File: src/rtl/serial_subtractor_if.sv
// Operand/result handshake bundle for the bit-serial subtractor.
// Master drives operands and result acceptance; slave returns result and flags.
// Carries no clock or reset; those stay plain ports on the modules.
interface serial_subtractor_if #(
  parameter int WIDTH = 8
);
  logic             in_valid;
  logic             in_ready;
  logic [WIDTH-1:0] a;
  logic [WIDTH-1:0] b;
  logic             out_valid;
  logic             out_ready;
  logic [WIDTH-1:0] diff;
  logic             borrow;
  logic             ovf;
  logic             zero;

  modport master (
    output in_valid, a, b, out_ready,
    input  in_ready, out_valid, diff, borrow, ovf, zero
  );

  modport slave (
    input  in_valid, a, b, out_ready,
    output in_ready, out_valid, diff, borrow, ovf, zero
  );
endinterface

File: src/rtl/serial_subtractor.sv
// Bit-serial two's-complement subtractor, diff = a - b, LSB first, one bit per cycle.
// Latency: result valid exactly WIDTH cycles after the accept edge.
// Backpressure: result held unboundedly until out_ready; no new operands until then.
module serial_subtractor #(
  parameter int WIDTH = 8
) (
  input  logic                 clk,
  input  logic                 rst_n,
  serial_subtractor_if.slave   bus
);
  localparam int CW = (WIDTH > 1) ? $clog2(WIDTH) : 1;
  localparam logic [CW-1:0] CNT_LAST = CW'(WIDTH - 1);

  typedef enum logic [1:0] {IDLE, SHIFT, DONE} state_t;

  state_t           state;
  state_t           state_nxt;
  logic             in_ready_c;
  logic             out_valid_c;

  logic [WIDTH-1:0] a_sr;
  logic [WIDTH-1:0] b_sr;
  logic [WIDTH-1:0] d_sr;
  logic [CW-1:0]    cnt;
  logic             br;
  logic             a_msb;
  logic             b_msb;

  logic [WIDTH-1:0] diff_q;
  logic             borrow_q;
  logic             ovf_q;
  logic             zero_q;

  // Full-subtractor cell on the current LSBs plus the stored borrow.
  logic             d_bit;
  logic             br_nxt;
  logic [WIDTH-1:0] d_nxt;
  logic             last;

  assign d_bit  = a_sr[0] ^ b_sr[0] ^ br;
  assign br_nxt = (~a_sr[0] & b_sr[0]) | (~(a_sr[0] ^ b_sr[0]) & br);
  assign d_nxt  = {d_bit, d_sr[WIDTH-1:1]};
  assign last   = (cnt == CNT_LAST);

  // State register.
  always_ff @(posedge clk or negedge rst_n) begin
    if (!rst_n) begin
      state <= IDLE;
    end else begin
      state <= state_nxt;
    end
  end

  // Next-state and handshake outputs; handshakes derive purely from state.
  always_comb begin
    state_nxt   = state;
    in_ready_c  = 1'b0;
    out_valid_c = 1'b0;
    case (state)
      IDLE: begin
        in_ready_c = 1'b1;
        if (bus.in_valid) begin
          state_nxt = SHIFT;
        end
      end
      SHIFT: begin
        if (last) begin
          state_nxt = DONE;
        end
      end
      DONE: begin
        out_valid_c = 1'b1;
        if (bus.out_ready) begin
          state_nxt = IDLE;
        end
      end
      default: begin
        state_nxt = IDLE;
      end
    endcase
  end

  // Operand capture, serial shifting, and result load on the final bit.
  always_ff @(posedge clk or negedge rst_n) begin
    if (!rst_n) begin
      a_sr     <= '0;
      b_sr     <= '0;
      d_sr     <= '0;
      cnt      <= '0;
      br       <= 1'b0;
      a_msb    <= 1'b0;
      b_msb    <= 1'b0;
      diff_q   <= '0;
      borrow_q <= 1'b0;
      ovf_q    <= 1'b0;
      zero_q   <= 1'b0;
    end else begin
      case (state)
        IDLE: begin
          if (bus.in_valid) begin
            a_sr  <= bus.a;
            b_sr  <= bus.b;
            a_msb <= bus.a[WIDTH-1];
            b_msb <= bus.b[WIDTH-1];
            cnt   <= '0;
            br    <= 1'b0;
          end
        end
        SHIFT: begin
          a_sr <= a_sr >> 1;
          b_sr <= b_sr >> 1;
          d_sr <= d_nxt;
          br   <= br_nxt;
          if (last) begin
            // Park the counter instead of letting it wrap.
            cnt      <= '0;
            diff_q   <= d_nxt;
            borrow_q <= br_nxt;
            zero_q   <= (d_nxt == '0);
            // Overflow only possible when operand signs differ and the
            // result sign disagrees with the minuend.
            ovf_q    <= (a_msb != b_msb) && (d_nxt[WIDTH-1] != a_msb);
          end else begin
            cnt <= cnt + CW'(1);
          end
        end
        default: begin
        end
      endcase
    end
  end

  assign bus.in_ready  = in_ready_c;
  assign bus.out_valid = out_valid_c;
  assign bus.diff      = diff_q;
  assign bus.borrow    = borrow_q;
  assign bus.ovf       = ovf_q;
  assign bus.zero      = zero_q;
endmodule

File: src/flat_wrapper.sv
// flat-port wrapper written by rule: the top's interface ports become plain ports
module serial_subtractor_flat 
#(
  parameter int WIDTH = 8
)
  (clk, rst_n, bus_in_valid, bus_a, bus_b, bus_out_ready, bus_in_ready, bus_out_valid, bus_diff, bus_borrow, bus_ovf, bus_zero);
  serial_subtractor_if #(.WIDTH(WIDTH)) bus_i ();
  input  logic clk;
  input  logic rst_n;
  input wire logic [$bits(bus_i.in_valid)-1:0] bus_in_valid;
  input wire logic [$bits(bus_i.a)-1:0] bus_a;
  input wire logic [$bits(bus_i.b)-1:0] bus_b;
  input wire logic [$bits(bus_i.out_ready)-1:0] bus_out_ready;
  output wire logic [$bits(bus_i.in_ready)-1:0] bus_in_ready;
  output wire logic [$bits(bus_i.out_valid)-1:0] bus_out_valid;
  output wire logic [$bits(bus_i.diff)-1:0] bus_diff;
  output wire logic [$bits(bus_i.borrow)-1:0] bus_borrow;
  output wire logic [$bits(bus_i.ovf)-1:0] bus_ovf;
  output wire logic [$bits(bus_i.zero)-1:0] bus_zero;
  assign bus_i.in_valid = bus_in_valid;
  assign bus_i.a = bus_a;
  assign bus_i.b = bus_b;
  assign bus_i.out_ready = bus_out_ready;
  assign bus_in_ready = bus_i.in_ready;
  assign bus_out_valid = bus_i.out_valid;
  assign bus_diff = bus_i.diff;
  assign bus_borrow = bus_i.borrow;
  assign bus_ovf = bus_i.ovf;
  assign bus_zero = bus_i.zero;
  serial_subtractor #(.WIDTH(WIDTH)) u_core (.clk(clk), .rst_n(rst_n), .bus(bus_i));
endmodule
File: config.mk
export PLATFORM = sky130hd
export DESIGN_NAME = serial_subtractor_flat
export DESIGN_NICKNAME = d
export VERILOG_FILES = /design/src/rtl/serial_subtractor_if.sv /design/src/rtl/serial_subtractor.sv /design/src/flat_wrapper.sv
export SDC_FILE = /design/constraint.sdc
export NUM_CORES = 1
export LEC_CHECK = 0
export CORE_MARGIN = 2
export CORE_UTILIZATION = 52
export DETAILED_ROUTE_END_ITERATION = 10
export GPL_TIMING_DRIVEN = 0
export PLACE_DENSITY = 0.79
export SKIP_LAST_GASP = 1
export SYNTH_ARGS = -nofsm -noshare
export SYNTH_HDL_FRONTEND = slang
export SYNTH_SLANG_ARGS = --single-unit
export TNS_END_PERCENT = 1
File: constraint.sdc
create_clock -name clk -period 2 [get_ports clk]
set_input_delay 0.4 -clock clk [delete_from_list [all_inputs] [get_ports clk]]
set_output_delay 0.4 -clock clk [all_outputs]
set_load 0.05 [all_outputs]
## Word level (Yosys, flattened, before mapping)

Index checks and enable logic that the tools add are counted.

| word-level totals | value |
|---|---|
| flip-flop bits (word level) | 43 |
| output and inout port bits | 13 |
| word-level logic and storage cells | 51 |
| memory bits (writable) | 0 |
| memory bits (read-only) | 0 |
| latch bits | 0 |
| memories kept | 0 |

| operators by class | value |
|---|---|
| add/subtract/negate cells | 1 |
| eq/ne operators | 8 |
| reduce and logical (&&, ||, !) cells | 8 |
| multipliers | 0 |
| div/mod/pow operators | 0 |
| bitwise operators | 7 |
| mux-type cells | 15 |
| shift operators | 0 |
| $lt $le $gt $ge | 0 |

Operators with widths:

| kind | number |
|---|---|
| one-hot mux 8 bit (2 select lines) | 2 |
| 2-to-1 mux 8 bit | 2 |
| zero test 8 bit | 1 |
| 2-to-1 mux 2 bit | 3 |
| 2-to-1 mux 3 bit | 2 |
| one-hot mux 2 bit (3 select lines) | 1 |
| one-hot mux 3 bit (2 select lines) | 1 |
| AND reduction 2 bit | 3 |
| inequality test 2 bit (second input constant) | 2 |
| adder 3 x 1 -> 3 bit (second input constant) | 1 |
| == test 3 bit (second input constant) | 1 |
| 2-to-1 mux 1 bit | 3 |
| AND reduction 3 bit | 1 |
| bitwise AND 1 bit | 2 |
| == test 2 x 1 -> 1 bit (second input constant) | 1 |
| == test 2 bit (second input constant) | 1 |
| zero test 2 bit | 1 |
| inequality test 1 bit | 2 |
| inequality test 2 x 1 -> 1 bit (second input constant) | 1 |
| NOT 1 bit | 2 |
| one-hot mux 1 bit (2 select lines) | 1 |
| nonzero test 2 bit | 1 |
| bitwise XOR 1 bit | 2 |
| logical AND 1 bit | 1 |
| OR 1 bit | 1 |

## Depth between registers and ports, before layout

| logic depth | value |
|---|---|
| depth in word-level cells | 5 |
| gate-level depth with buffers | 6 |
| gate-level depth less buffers | 5 |

## Worst setup path before layout

Ideal clock, no wire load.

| timing | value |
|---|---|
| path kind | register to output |
| start point | register u_core.state[1] |
| end point | output port bus_in_ready |
| path slack | 209 ps |
| buffers on the path | 2 |
| cell stages (with the launch flop) | 4 |
| data arrival time | 1391 ps |
| path through | dfrtp_1 -> buf_2 -> buf_2 -> nor2_1 |

| on the way | value |
|---|---|
| word-level cells in the longest chain between the ends | 2 |

RTL lines:

| item | RTL line | source |
|---|---|---|
| start, declared | serial_subtractor.sv:16 | `state_t state;` |
| start signal, assigned | serial_subtractor.sv:50 | `state <= state_nxt;` |
| zero test 2 bit | serial_subtractor.sv:59 | `case (state)` |
| 2-to-1 mux 1 bit | serial_subtractor.sv:59 |  |
| end, declared | flat_wrapper.sv:14 | `output wire logic [$bits(bus_i.in_ready)-1:0] bus_in_ready;` |

No other way between the ends.

## Worst setup path in the final report

| timing | value |
|---|---|
| start point | register u_core.state[0] |
| end point | output port bus_out_valid |

| on the way | value |
|---|---|
| word-level cells in the longest chain between the ends | 2 |

RTL lines:

| item | RTL line | source |
|---|---|---|
| == test 2 bit | serial_subtractor.sv:59 |  |
| 2-to-1 mux 1 bit | serial_subtractor.sv:59 |  |
| end, declared | flat_wrapper.sv:15 | `output wire logic [$bits(bus_i.out_valid)-1:0] bus_out_valid;` |

No other way between the ends.

==> metrics.md <==
| Metric | Value |
|---|---|
| Outcome | completed |
| Clock Skew | 5.32 ps |
| Power per cell area | 1500 nW/um^2 |
| Count of state elements after synthesis | 42 |
| Minimum clock period | 1980 ps |
| Critical Path Sink Type | output port |
| Clock buffer depth | 2 |
| Max VDD drop | 0.000537 V |
| Fin crit share | 98.9% |
| M1 WL | 1.66 mm |
| Total chip power | 3.56 mW |
| Clock latency at the later pin of the worst-skew pair | 300 ps |
| Final Cell Area | 2370 sq um |
| Worst endpoint data arrival time | 1580 ps |
| Routed Antenna Nets | 0 |
| Cell count after synthesis | 180 |
| Multi-input gate area | 793 sq um |
| Hold WC Path Type | input pin to async pin |
| Cts bufs inserted | 5 |
| Reg2reg setup slack | 410 ps |
| Htree depth | 2 |
| FF+latch area | 1050 sq um |
| Most common cell after layout, fill and taps aside | dfrtp_1 |
| DRC viols | 0 |
| RSZ-0062 raised after global routing | true |
| Post-synth EDFFs | 0 |
| Max stage delay cell, worst path | dfrtp_1 |
| Slew Limit Fails | 0 |
| Max frequency | 505 MHz |
| Startpoint Class | register |
| Initial Util | 53.1% |
| Netlist cell types | 27 |
| Clock transition at the registers of the reported paths | 80 ps |
| Die Y | 64.7 um |
| Die width | 64.7 um |
| Core area | 3610 sq um |
| Actual slew at the worst max-slew pin | 914 ps |
| Yosys warning count | 0 |
| Worst r2r src | u_core.cnt[0]$_DFFE_PN0P_ |
| Final number of setup-violating endpoints | 0 |
| Synth-to-Final Area Change | 23.7% |
| Routed vias/inst | 5.49 |
| Crit Reg-Reg Endpoint | u_core.bus.diff[2]$_DFFE_PN0P_ |
| WS Path Type | register to output port |
| DP Worst Slack | -155 ps |
| Clock sink total | 42 |
| Vias in the first global route | 1482 |
| Max_slew headroom | 39.1% |
| DRT iter0 DRCs | 55 |
| Max cap viols | 0 |
| Cell area after synthesis | 1910 sq um |
| Placement Cell Area | 2290 sq um |
| R2R depth | 5 |
| Gp weighted congestion | 0.770 |
| Area of the die | 4180 sq um |
| Vias | 1466 |
| Critical-path cell list | buf_2 > nand2b_1 > inv_1 > clkdlybuf4s15_2 |
| Layout cells sized above 1 | 14.2% |
| # fillers | 287 |
| Hpwl dp | 2.85 mm |
| Final hold vios | 0 |
| # nets final | 242 |
| IO buf count | 32 |
| Total global-route track usage | 21.2% |
| Hold_ws | 231 ps |
| Crit. Startpoint | u_core.state[0]$_DFFE_PN0P_ |
| WL per Instance | 14.6 um |
| Register area share after synthesis | 54.9% |
| Initial antenna violation count | 0 |
| Ys async rst share | 100% |
| WL met3 | 166 um |
| Synth Area per Inst | 10.6 sq um |
| Most used cells in the layout excluding fill and tap cells | dfrtp_1, nand2_1, clkdlybuf4s50_1 |
| Pre-Repair DR Iteration Count | 4 |
| Drt total wl | 3.89 mm |
| Fin worst setup slack | 21.3 ps |
| First-pass GRT wire length | 6.67 mm |
| Required time worst endpoint | 1600 ps |
| Post-CTS setup buffers | 0 |
| Crit-path max FO | 10 |
| Primary FF master, synth | dfrtp_1 |
| DR top layer | met4 |
| Largest net degree at the start of global routing | 43 |
| CTS tree | done |
| Total gr overflow | 0 |
| Root cell of the clock tree | clkbuf_8 |
| Number of diodes | 0 |
| Hold buffer count at cts | 0 |
| Ports | 33 |
| Leakage power | 1.10 nW |
| Row cnt | 22 |
| Crit path largest cell delay | 480 ps |
| Met2 Routed Length | 2.01 mm |
| Syn Nets | 203 |
## synth_stat cells (2+ instances only)
library cell / number / area (sq um)
a21oi_1: 14 / 70.1
mux2_4: 3 / 45.0
ha_1: 2 / 25.0
inv_1: 4 / 15.0
a22oi_1: 14 / 105
and2b_1: 8 / 60.1
clkbuf_1: 3 / 11.3
mux2_2: 7 / 78.8
buf_2: 5 / 25.0
o21ai_0: 21 / 105
nor2b_1: 7 / 43.8
nor4_1: 2 / 12.5
nand2_1: 32 / 120
dfrtp_1: 42 / 1050
nor2_1: 3 / 11.3
nand2b_1: 2 / 12.5
## registers in the layout (all words and copies together) (netlist names)
name	count
u_core.bus.diff	8
u_core.bus.borrow	1
u_core.a_msb	1
u_core.b_msb	1
u_core.cnt	3
u_core.b_sr	8
u_core.bus.ovf	1
u_core.a_sr	8
u_core.br	1
u_core.state	2
u_core.bus.zero	1
u_core.d_sr	7
## per-layer routing
| layer | vias to the layer above | track usage (%) |
|---|---|---|
| li1 | 703 | - |
| met1 | 718 | 25.5 |
| met2 | 40 | 37.4 |
| met3 | 5 | 4.17 |
| met4 | 0 | 7.98 |
| met5 | - | 0 |
## final cells by class
class,instances,share of cell area (%)
clock inverters,2,0.423
inverters,4,0.634
repair buffers,32,13.2
clock buffers,5,2.91
flip-flops and latches,42,44.4
plain buffers,10,2.43
multi-input cells,124,33.5
well taps,48,2.54
## kinds of logic after synthesis
group	after synthesis	synth area share, %
adders and majority gates	3	2.35
muxes	10	6.47
AOI/OAI and AO/OA	54	17.1
buffers and inverters	14	3.66
DFF	42	54.9
and+or+nand+nor	57	15.6
## report_power, final
group          leakage, nW  switching (mW)  internal [mW]
Clock               0.0438           0.278          0.234
Sequential           0.537           0.261           1.20
Combinational        0.518           0.939          0.652
Total                 1.10            1.48           2.09
## worst max-delay path by stage
stage	slack (ps)	cells past startpoint	to
final	20	4	bus_out_valid
after global routing	-50	4	bus_out_valid
after CTS	-100	4	bus_in_ready
after detailed placement	-150	4	bus_in_ready
after global placement	-400	1	u_core.b_sr[5]$_DFFE_PN0P_
after floorplan	210	3	bus_in_ready
## critical path: cells and delay by family, from the launching register on
family | cells | cell delay, ps
DFF | 1 | 480
and+or+nand+nor | 1 | 160
buffers and inverters | 3 | 640
## stage by stage
stage	util (%)	setup TNS (ps)	instances
floorplan	-	0	180
global placement	63.6	-16980	260
detailed placement	63.5	-251	260
CTS	65.8	-103	267
global route	65.7	-50.0	267
finish	65.7	0	267
## timing repair
action | CTS | global route
gates resized for setup | 6 | 4
setup endpoints to repair | 2 | 2
cloned | 0 | 0
Power figures use the tool's default switching activity.
